`config.mk`:
```
export PLATFORM = sky130hd
export DESIGN_NAME = bist_cb_fail_log
export DESIGN_NICKNAME = d
export VERILOG_FILES = /design/src/rtl/bist_pkg.sv /design/src/rtl/bist_fail_fifo.sv /design/src/rtl/bist_cb_fail_log.sv
export SDC_FILE = /design/constraint.sdc
export NUM_CORES = 1
export LEC_CHECK = 0
export ABC_CLOCK_PERIOD_IN_PS = 5200
export BUFFER_PORTS_ARGS = -buffer_cell sky130_fd_sc_hd__buf_2
export CORE_ASPECT_RATIO = 2
export CORE_MARGIN = 2
export CORE_UTILIZATION = 45
export CTS_BUF_LIST = sky130_fd_sc_hd__clkbuf_2 sky130_fd_sc_hd__clkbuf_4 sky130_fd_sc_hd__clkbuf_8
export CTS_CLUSTER_DIAMETER = 80
export CTS_CLUSTER_SIZE = 28
export DETAILED_ROUTE_END_ITERATION = 8
export PLACE_DENSITY = 0.78
export SYNTH_ARGS = -nofsm -noshare
export SYNTH_HDL_FRONTEND = slang
export SYNTH_SLANG_ARGS = --single-unit
```
`constraint.sdc`:
```
create_clock -name clk -period 5.2 [get_ports clk]
set_input_delay 0.52 -clock clk [delete_from_list [all_inputs] [get_ports clk]]
set_output_delay 0.52 -clock clk [all_outputs]
set_load 0.03 [all_outputs]
```
`src/rtl/bist_pkg.sv`:
```
// -----------------------------------------------------------------------------
// bist_pkg
// Shared definitions for the checkerboard BIST response side.
//   - state_e      : fail-log controller state encoding
//                    (IDLE=0, CAPTURE=1, DRAIN=2, DONE=3)
//   - BIST_ADDR_W  : default SRAM address width
//   - BIST_DATA_W  : default SRAM word width
// Log-entry packing: an entry is {addr, syndrome}, with the address in the
// upper ADDR_W bits and the failing-bit syndrome in the lower DATA_W bits.
// -----------------------------------------------------------------------------
package bist_pkg;

  typedef enum logic [1:0] {
    ST_IDLE    = 2'd0,
    ST_CAPTURE = 2'd1,
    ST_DRAIN   = 2'd2,
    ST_DONE    = 2'd3
  } state_e;

  localparam int BIST_ADDR_W = 4;
  localparam int BIST_DATA_W = 2;

endpackage

```
`src/rtl/bist_fail_fifo.sv`:
```
// -----------------------------------------------------------------------------
// bist_fail_fifo
// Small in-order log buffer for fail entries.
// Ports:
//   clk_i        : clock, rising edge
//   rst_i        : asynchronous active-high reset (pointers only)
//   flush_i      : synchronous clear of all entries
//   push_i       : write push_data_i (ignored when full)
//   push_data_i  : entry to write
//   pop_i        : drop the head entry (ignored when empty)
//   head_o       : head entry, read straight from the storage registers
//   full_o       : DEPTH entries held
//   empty_o      : no entries held
//   one_left_o   : exactly one entry held
// Pointers carry one extra wrap bit so full and empty are distinguishable
// when the index bits are equal.
// -----------------------------------------------------------------------------
module bist_fail_fifo #(
  parameter int DEPTH = 4,
  parameter int WIDTH = 6
) (
  input  logic             clk_i,
  input  logic             rst_i,
  input  logic             flush_i,
  input  logic             push_i,
  input  logic [WIDTH-1:0] push_data_i,
  input  logic             pop_i,
  output logic [WIDTH-1:0] head_o,
  output logic             full_o,
  output logic             empty_o,
  output logic             one_left_o
);

  localparam int PTR_W = $clog2(DEPTH);

  logic [WIDTH-1:0] mem_q [DEPTH];
  logic [PTR_W:0]   wr_ptr_q, wr_ptr_d;
  logic [PTR_W:0]   rd_ptr_q, rd_ptr_d;
  logic [PTR_W:0]   used;
  logic             do_push;
  logic             do_pop;

  assign used       = wr_ptr_q - rd_ptr_q;
  assign empty_o    = (wr_ptr_q == rd_ptr_q);
  assign full_o     = (wr_ptr_q[PTR_W] != rd_ptr_q[PTR_W]) &&
                      (wr_ptr_q[PTR_W-1:0] == rd_ptr_q[PTR_W-1:0]);
  assign one_left_o = (used == (PTR_W+1)'(1));
  assign head_o     = mem_q[rd_ptr_q[PTR_W-1:0]];

  assign do_push = push_i && !full_o && !flush_i;
  assign do_pop  = pop_i && !empty_o && !flush_i;

  always_comb begin
    wr_ptr_d = wr_ptr_q;
    rd_ptr_d = rd_ptr_q;
    if (flush_i) begin
      wr_ptr_d = '0;
      rd_ptr_d = '0;
    end else begin
      if (do_push) wr_ptr_d = wr_ptr_q + (PTR_W+1)'(1);
      if (do_pop)  rd_ptr_d = rd_ptr_q + (PTR_W+1)'(1);
    end
  end

  always_ff @(posedge clk_i or posedge rst_i) begin
    if (rst_i) begin
      wr_ptr_q <= '0;
      rd_ptr_q <= '0;
    end else begin
      wr_ptr_q <= wr_ptr_d;
      rd_ptr_q <= rd_ptr_d;
    end
  end

  // Storage needs no reset: an entry is only ever read after being written.
  always_ff @(posedge clk_i) begin
    if (do_push) mem_q[wr_ptr_q[PTR_W-1:0]] <= push_data_i;
  end

endmodule

```
`src/rtl/bist_cb_fail_log.sv`:
```
// -----------------------------------------------------------------------------
// bist_cb_fail_log
// Captures every mismatching BIST compare as {address, syndrome} into a small
// FIFO log, counts all mismatches (saturating) and flags dropped entries, then
// drains the log to the tester once the test has ended.
// Ports:
//   clk, rst_n (async, active-high reset despite its name)
//   start                        : restart capture, clears log and counters
//   cmp_valid/addr/expect/actual : compare strobe from the BIST engine
//   test_done                    : end of test marker
//   log_valid/ready/addr/syn     : drain handshake and head entry
//   fail_cnt, overflow           : mismatch count, dropped-entry flag
//   done, pass                   : drain finished, finished with no fails
//   dbg_state                    : current controller state (state_e)
// Handshake: an entry transfers on each rising edge where log_valid and
// log_ready are both high; while log_valid is high and log_ready low the
// presented log_addr/log_syn hold steady, and log_valid never drops without
// a transfer except on start or reset.
// -----------------------------------------------------------------------------
module bist_cb_fail_log
  import bist_pkg::*;
#(
  parameter int ADDR_W = BIST_ADDR_W,
  parameter int DATA_W = BIST_DATA_W,
  parameter int DEPTH  = 4,
  parameter int CNT_W  = 8
) (
  input  logic              clk,
  input  logic              rst_n,
  input  logic              start,
  input  logic              cmp_valid,
  input  logic [ADDR_W-1:0] cmp_addr,
  input  logic [DATA_W-1:0] cmp_expect,
  input  logic [DATA_W-1:0] cmp_actual,
  input  logic              test_done,
  output logic              log_valid,
  input  logic              log_ready,
  output logic [ADDR_W-1:0] log_addr,
  output logic [DATA_W-1:0] log_syn,
  output logic [CNT_W-1:0]  fail_cnt,
  output logic              overflow,
  output logic              done,
  output logic              pass,
  output logic [1:0]        dbg_state
);

  localparam int ENTRY_W = ADDR_W + DATA_W;

  state_e             state_q, state_d;
  logic [CNT_W-1:0]   fail_cnt_q, fail_cnt_d;
  logic               overflow_q, overflow_d;

  logic               mismatch;
  logic               in_capture;
  logic               in_drain;
  logic               fifo_push;
  logic               fifo_pop;
  logic               fifo_full;
  logic               fifo_empty;
  logic               fifo_one_left;
  logic [ENTRY_W-1:0] fifo_head;

  assign mismatch   = cmp_valid && (cmp_expect != cmp_actual);
  assign in_capture = (state_q == ST_CAPTURE);
  assign in_drain   = (state_q == ST_DRAIN);

  // start overrides everything in the same cycle: no capture, no pop.
  assign fifo_push = in_capture && mismatch && !fifo_full && !start;
  assign fifo_pop  = in_drain && !fifo_empty && log_ready && !start;

  bist_fail_fifo #(
    .DEPTH (DEPTH),
    .WIDTH (ENTRY_W)
  ) u_fifo (
    .clk_i       (clk),
    .rst_i       (rst_n),
    .flush_i     (start),
    .push_i      (fifo_push),
    .push_data_i ({cmp_addr, cmp_expect ^ cmp_actual}),
    .pop_i       (fifo_pop),
    .head_o      (fifo_head),
    .full_o      (fifo_full),
    .empty_o     (fifo_empty),
    .one_left_o  (fifo_one_left)
  );

  always_comb begin
    state_d    = state_q;
    fail_cnt_d = fail_cnt_q;
    overflow_d = overflow_q;
    if (start) begin
      state_d    = ST_CAPTURE;
      fail_cnt_d = '0;
      overflow_d = 1'b0;
    end else begin
      case (state_q)
        ST_CAPTURE: begin
          if (mismatch) begin
            if (fail_cnt_q != {CNT_W{1'b1}})
              fail_cnt_d = fail_cnt_q + {{(CNT_W-1){1'b0}}, 1'b1};
            if (fifo_full) overflow_d = 1'b1;
          end
          if (test_done) state_d = ST_DRAIN;
        end
        ST_DRAIN: begin
          // Leave on the edge that pops the last entry so done rises
          // together with log_valid falling.
          if (fifo_empty || (fifo_pop && fifo_one_left)) state_d = ST_DONE;
        end
        default: ;
      endcase
    end
  end

  always_ff @(posedge clk or posedge rst_n) begin
    if (rst_n) begin
      state_q    <= ST_IDLE;
      fail_cnt_q <= '0;
      overflow_q <= 1'b0;
    end else begin
      state_q    <= state_d;
      fail_cnt_q <= fail_cnt_d;
      overflow_q <= overflow_d;
    end
  end

  // Head fields are masked when not presented so idle/reset outputs are 0.
  assign log_valid = in_drain && !fifo_empty;
  assign log_addr  = log_valid ? fifo_head[ENTRY_W-1:DATA_W] : '0;
  assign log_syn   = log_valid ? fifo_head[DATA_W-1:0] : '0;
  assign fail_cnt  = fail_cnt_q;
  assign overflow  = overflow_q;
  assign done      = (state_q == ST_DONE);
  assign pass      = done && (fail_cnt_q == '0);
  assign dbg_state = state_q;

endmodule

```
# Word level (Yosys, flattened, before mapping)
# Memories as Yosys holds them, arrays and structs flattened.
# Cells that the tools add are included.
# word_totals
regBits	17
latch_bits	0
ram_bits	24
mem_bits_ro	0
input_bits	14
out_inout_bits	20
elab_cells	71
n_memories	1
# mem_list
memory	words	word_bits	rd	rd_clocked_by_memory_dff	write_ports	line_no	source
u_fifo.mem_q	4	6	1	0	1	bist_fail_fifo.sv:36	logic [WIDTH-1:0] mem_q [DEPTH];
# op_classes
addsub	4
n_mul	0
n_div	0
n_lt_le_gt_ge	0
eq_ne	11
shifts	0
n_mux	20
n_bitwise	1
n_reduce_logical	29
# ops
op	n
$mux W8	4
$logic_and A1 B1 Y1	14
$mux W3	4
$reduce_bool A2 Y1	6
$reduce_and A3 Y1	3
$add A8 B1 Y8 const B	1
$logic_not A8 Y1	1
$mux W2	4
$ne A8 B8 Y1 const B	1
$add A3 B1 Y3 const B	2
$mux W1	6
$eq A2 B2 Y1 const B	2
$mux W4	1
$pmux W2 S2	1
$eq A3 B1 Y1 const B	1
$eq A3 B3 Y1	1
$logic_not A1 Y1	3
$ne A3 B2 Y1 const B	1
$ne A3 B3 Y1 const B	1
$reduce_bool A3 Y1	1
$sub A3 B3 Y3	1
$eq A2 B1 Y1 const B	1
$eq A2 B2 Y1	1
$ne A2 B2 Y1	1
other kinds (3)	3

# Logic depth before layout (Yosys ltp)
# logic_depth
ltp_word	10
ltp_mapped	7
mapped_depth_nobuf	6

# Cells and area by module
# A second synthesis with hierarchy kept.
# unflattened
cells_unflattened	180
hier_area_um2	2189.6
# modules_own_cells
module	instances	cells_each	area_per_inst_um2	seq_area_each_um2
bist_fail_fifo	1	99	1450.1	870.8
bist_cb_fail_log	1	81	739.5	275.3

# Worst setup path after synthesis
# OpenSTA, ideal clock, no wires.
# synth_timing
path_kind	reg2out
from	reg fail_cnt_q[0], in the netlist fail_cnt[0]
to	out pass
t_arrival_ps	1941
required_ps	4680
slack_ps	2739
path_stages_with_launch	6
path_buffers	0
path_cell_list	dfrtp_1 > inv_1 > ha_1 > nor4b_1 > nand2_1 > nor4_1
# synth_between
elab_chain_cells	2
# synth_lines
item	line_no	source
start, declared	bist_cb_fail_log.sv:50	logic [CNT_W-1:0] fail_cnt_q, fail_cnt_d;
start signal, assigned	bist_cb_fail_log.sv:122	fail_cnt_q <= fail_cnt_d;
$logic_not A8 Y1	bist_cb_fail_log.sv:134	assign pass = done && (fail_cnt_q == '0);
$logic_and A1 B1 Y1	bist_cb_fail_log.sv:134	
end, declared	bist_cb_fail_log.sv:43	output logic pass,
# Every way passes these cells.

# Worst setup path after layout
# layout_timing
from	reg u_fifo.rd_ptr_q[1]
to	out log_addr[2]
# layout_between
elab_chain_cells	4
word_cells_on_any_way	5
classes_between	1 x eq/ne; 1 x mux; 2 x reduce/logical; 1 x memory
# layout_lines
item	line_no	source
start, declared	bist_fail_fifo.sv:38	logic [PTR_W:0] rd_ptr_q, rd_ptr_d;
start signal, assigned	bist_fail_fifo.sv:71	rd_ptr_q <= rd_ptr_d;
$eq A3 B3 Y1	bist_fail_fifo.sv:44	assign empty_o = (wr_ptr_q == rd_ptr_q);
$logic_not A1 Y1	bist_cb_fail_log.sv:128	assign log_valid = in_drain && !fifo_empty;
$logic_and A1 B1 Y1	bist_cb_fail_log.sv:128	
$mux W4 (*)	bist_cb_fail_log.sv:129	assign log_addr = log_valid ? fifo_head[ENTRY_W-1:DATA_W] : '0;
end, declared	bist_cb_fail_log.sv:38	output logic [ADDR_W-1:0] log_addr,
# Mark *: on every way between the ends. The rest lies on a longest branch, timed or not.

==> flow_metrics.tcl <==
set metrics [dict create \
    tightest_slew_ns 1.23 \
    antenna_found_initial 0 \
    synth_warnings 0 \
    rsz0062_at_grt "no" \
    finalSetupViolCount 0 \
    cts_root_buffer "clkbuf_8" \
    critPathKind "flip-flop to output port" \
    nNetsFinal 216 \
    cp_slowest_stage_delay_ns 0.62 \
    finalCritPeriodShare_pct 53.7 \
    start_util_pct 46.6 \
    min_path_type "primary input to asynchronous set/reset pin" \
    grt-ovfl-total 0 \
    dr_total_vias 1360 \
    p_per_area_nw_per_um2 292 \
    ant_nets 0 \
    layout-drive-gt1-share_pct 25.9 \
    numClockSinks 41 \
    layout_common_cells "buf_2 (33), edfxtp_1 (24), dfrtp_1 (17), a21oi_1 (11)" \
    cp-start-kind "flip-flop" \
    avgSynthCellArea_um2 12.9 \
    rows 34 \
    cts_resized 0 \
    cap_violations 0 \
    status "completed" \
    core_um2 4340 \
    tritoncts "done" \
    remaining_drc_errors 0 \
    grt_max_degree 21 \
    clockBufferDepth 2 \
    synth_nets 181 \
    finClkSkew_ns 0.00594 \
    ys_ff_latch 41 \
    viasPerCell 5.51 \
    place_congestion 0.743 \
    finalSetupTns_ns 0 \
    syn2layout_area_growth_pct 16.3 \
    grt_pass1_wl_um 6320 \
    dr.pass1.iters 4 \
    drv_slew 0 \
    htreeDepth 2 \
    synth-edff-count 24 \
    cp_top_family "flip-flops" \
    p_leak_nw 0.949 \
    synthCells 157 \
    ys_seq_area_share_pct 56.6 \
    worstPathCellList "inv_1 > ha_1 > nand2_1 > o21ai_1 > nor2b_1 > buf_2" \
    io_pins 34 \
    max_slew_margin_pct 17.1 \
    portBuffers 33 \
    die_w_um 51.4 \
    ctsHoldBuffers 0 \
    clk_latency_ns 0.29 \
    die-area_um2 5080 \
    die_y_um 98.8 \
    timing.fmax_ghz 0.358 \
    worst_ir_drop_vdd_mv 0.227 \
    drtIter0Drc 12 \
    ys_async_sr_fraction_pct 41.5 \
    hold_viol 0 \
    critPathCaptureType "output port" \
    netlist_area_um2 2020 \
    worstPathRequired_ns 4.68 \
    wirelength_um 3750 \
    first_global_vias 1388 \
    grtUsageTotal_pct 16.6 \
    path_buf_inv 2 \
    yosys_most_used_dff "edfxtp_1" \
    cp_slowest_cell "dfrtp_1" \
    mostFrequentLayoutCell "buf_2" \
    yosysUniqueCellTypes 38 \
    n_antenna_cell 0 \
    cts.repair_timing.setup_buffer_count 0 \
    numCtsBuffers 5 \
    finalCriticalPeriod_ns 2.79 \
    routedWlPerCell_um 15.2 \
    clkTransAtPathRegs_ns 0.08 \
    fin_util_pct 54.2 \
    crit_fanout 10 \
    arrival_ns 2.27 \
    dp_hpwl_um 2860 \
]
[metal layers]
| metal | up-vias | part of all wire, % | global-route usage, % |
|---|---|---|---|
| met4 | 0 | 1.4 | 5.47 |
| met3 | 4 | 5.0 | 3.03 |
| met2 | 40 | 59 | 32.5 |
| met1 | 670 | 35 | 16.5 |
| li1 | 646 | - | - |
| met5 | - | 0 | 0 |
[power breakdown]
| group | switching, mW | leakage [nW] | total, mW | internal [mW] |
|---|---|---|---|---|
| combinational | 0.0414 | 0.444 | 0.0639 | 0.0225 |
| clock | 0.107 | 0.0574 | 0.263 | 0.156 |
| sequential | 0.00718 | 0.448 | 0.360 | 0.353 |
[cell usage after synthesis (2+ instances only)]
cell type,count,area share (%)
or3_1,3,0.93
xnor2_1,3,1.3
or4_1,5,1.9
clkbuf_1,3,0.56
dfrtp_1,17,21
nor4_1,2,0.62
and2_1,4,1.2
nor2b_1,8,2.5
o41ai_1,2,0.87
mux4_2,6,6.7
nand2_1,4,0.74
edfxtp_1,24,36
xor2_1,2,0.87
xor2_2,2,1.6
nor2_1,10,1.9
inv_1,10,1.9
nand3_1,5,1.2
o21ai_0,4,0.99
ha_1,9,5.6
a21oi_1,11,2.7
o31ai_1,3,1.1
nand2b_1,2,0.62
mux2i_1,3,1.5
[area by class of cell]
class | count | area [um^2]
multi-input cells | 101 | 816
repair buffers | 33 | 165
clock inverters | 2 | 37.5
clock buffers | 6 | 82.6
well taps | 54 | 67.6
fillers | 407 | 1990
flip-flops and latches | 41 | 1150
inverters | 10 | 37.5
[worst register-to-register path: cells and delay by family (launching register included)]
kind | cells | cell delay [ns]
adders and majority gates | 1 | 0.30
buffers and inverters | 1 | 0.09
DFF | 1 | 0.62
and+or+nand+nor | 3 | 1.17
[registers in the layout, summed over array words and instances, names as in the netlist]
name             cells
u_fifo.mem_q        24
u_fifo.wr_ptr_q      3
u_fifo.rd_ptr_q      3
dbg_state            2
overflow             1
fail_cnt             8
[path summary, 6_finish.rpt]
check,from,endpoint,slack (ns),cells after the start
worst max-delay path,u_fifo.rd_ptr_q[1],log_addr[2],2.41,6
worst min-delay path,rst_n,fail_cnt[1],0.31,2
worst max register to register,u_fifo.rd_ptr_q[1],u_fifo.mem_q[3][1],2.63,5
worst min register to register,overflow,overflow,0.52,2
max in group asynchronous,rst_n,overflow,4.47,2
min in group clk,cmp_addr[3],u_fifo.mem_q[0][5],0.45,1
[stage by stage]
step / area (um^2) / std cells / power, mW / hold WS [ns] / worst slack (ns)
finish: 2350 / 247 / 0.688 / 0.307 / 2.41
global route: 2350 / 247 / 0.714 / 0.367 / 2.21
CTS: 2350 / 247 / 0.694 / 0.323 / 2.32
detailed placement: 2230 / 239 / 0.432 / 0.506 / 2.52
global placement: 2230 / 239 / 0.430 / 0.504 / 2.51
floorplan: 2020 / 157 / 0.410 / 0.446 / 2.74
[kinds of logic (layout without fill, tap and decap cells)]
family	Yosys count	after routing	share of synthesized area [%]
simple gates	48	48	13.4
flops	41	41	56.6
compound gates	27	27	8.41
buf+inv	15	51	3.03
fa+ha+maj	10	10	6.56
mux	9	9	8.16
xor+xnor	7	7	3.77
Note: power is estimated with default switching activity, not from simulation.
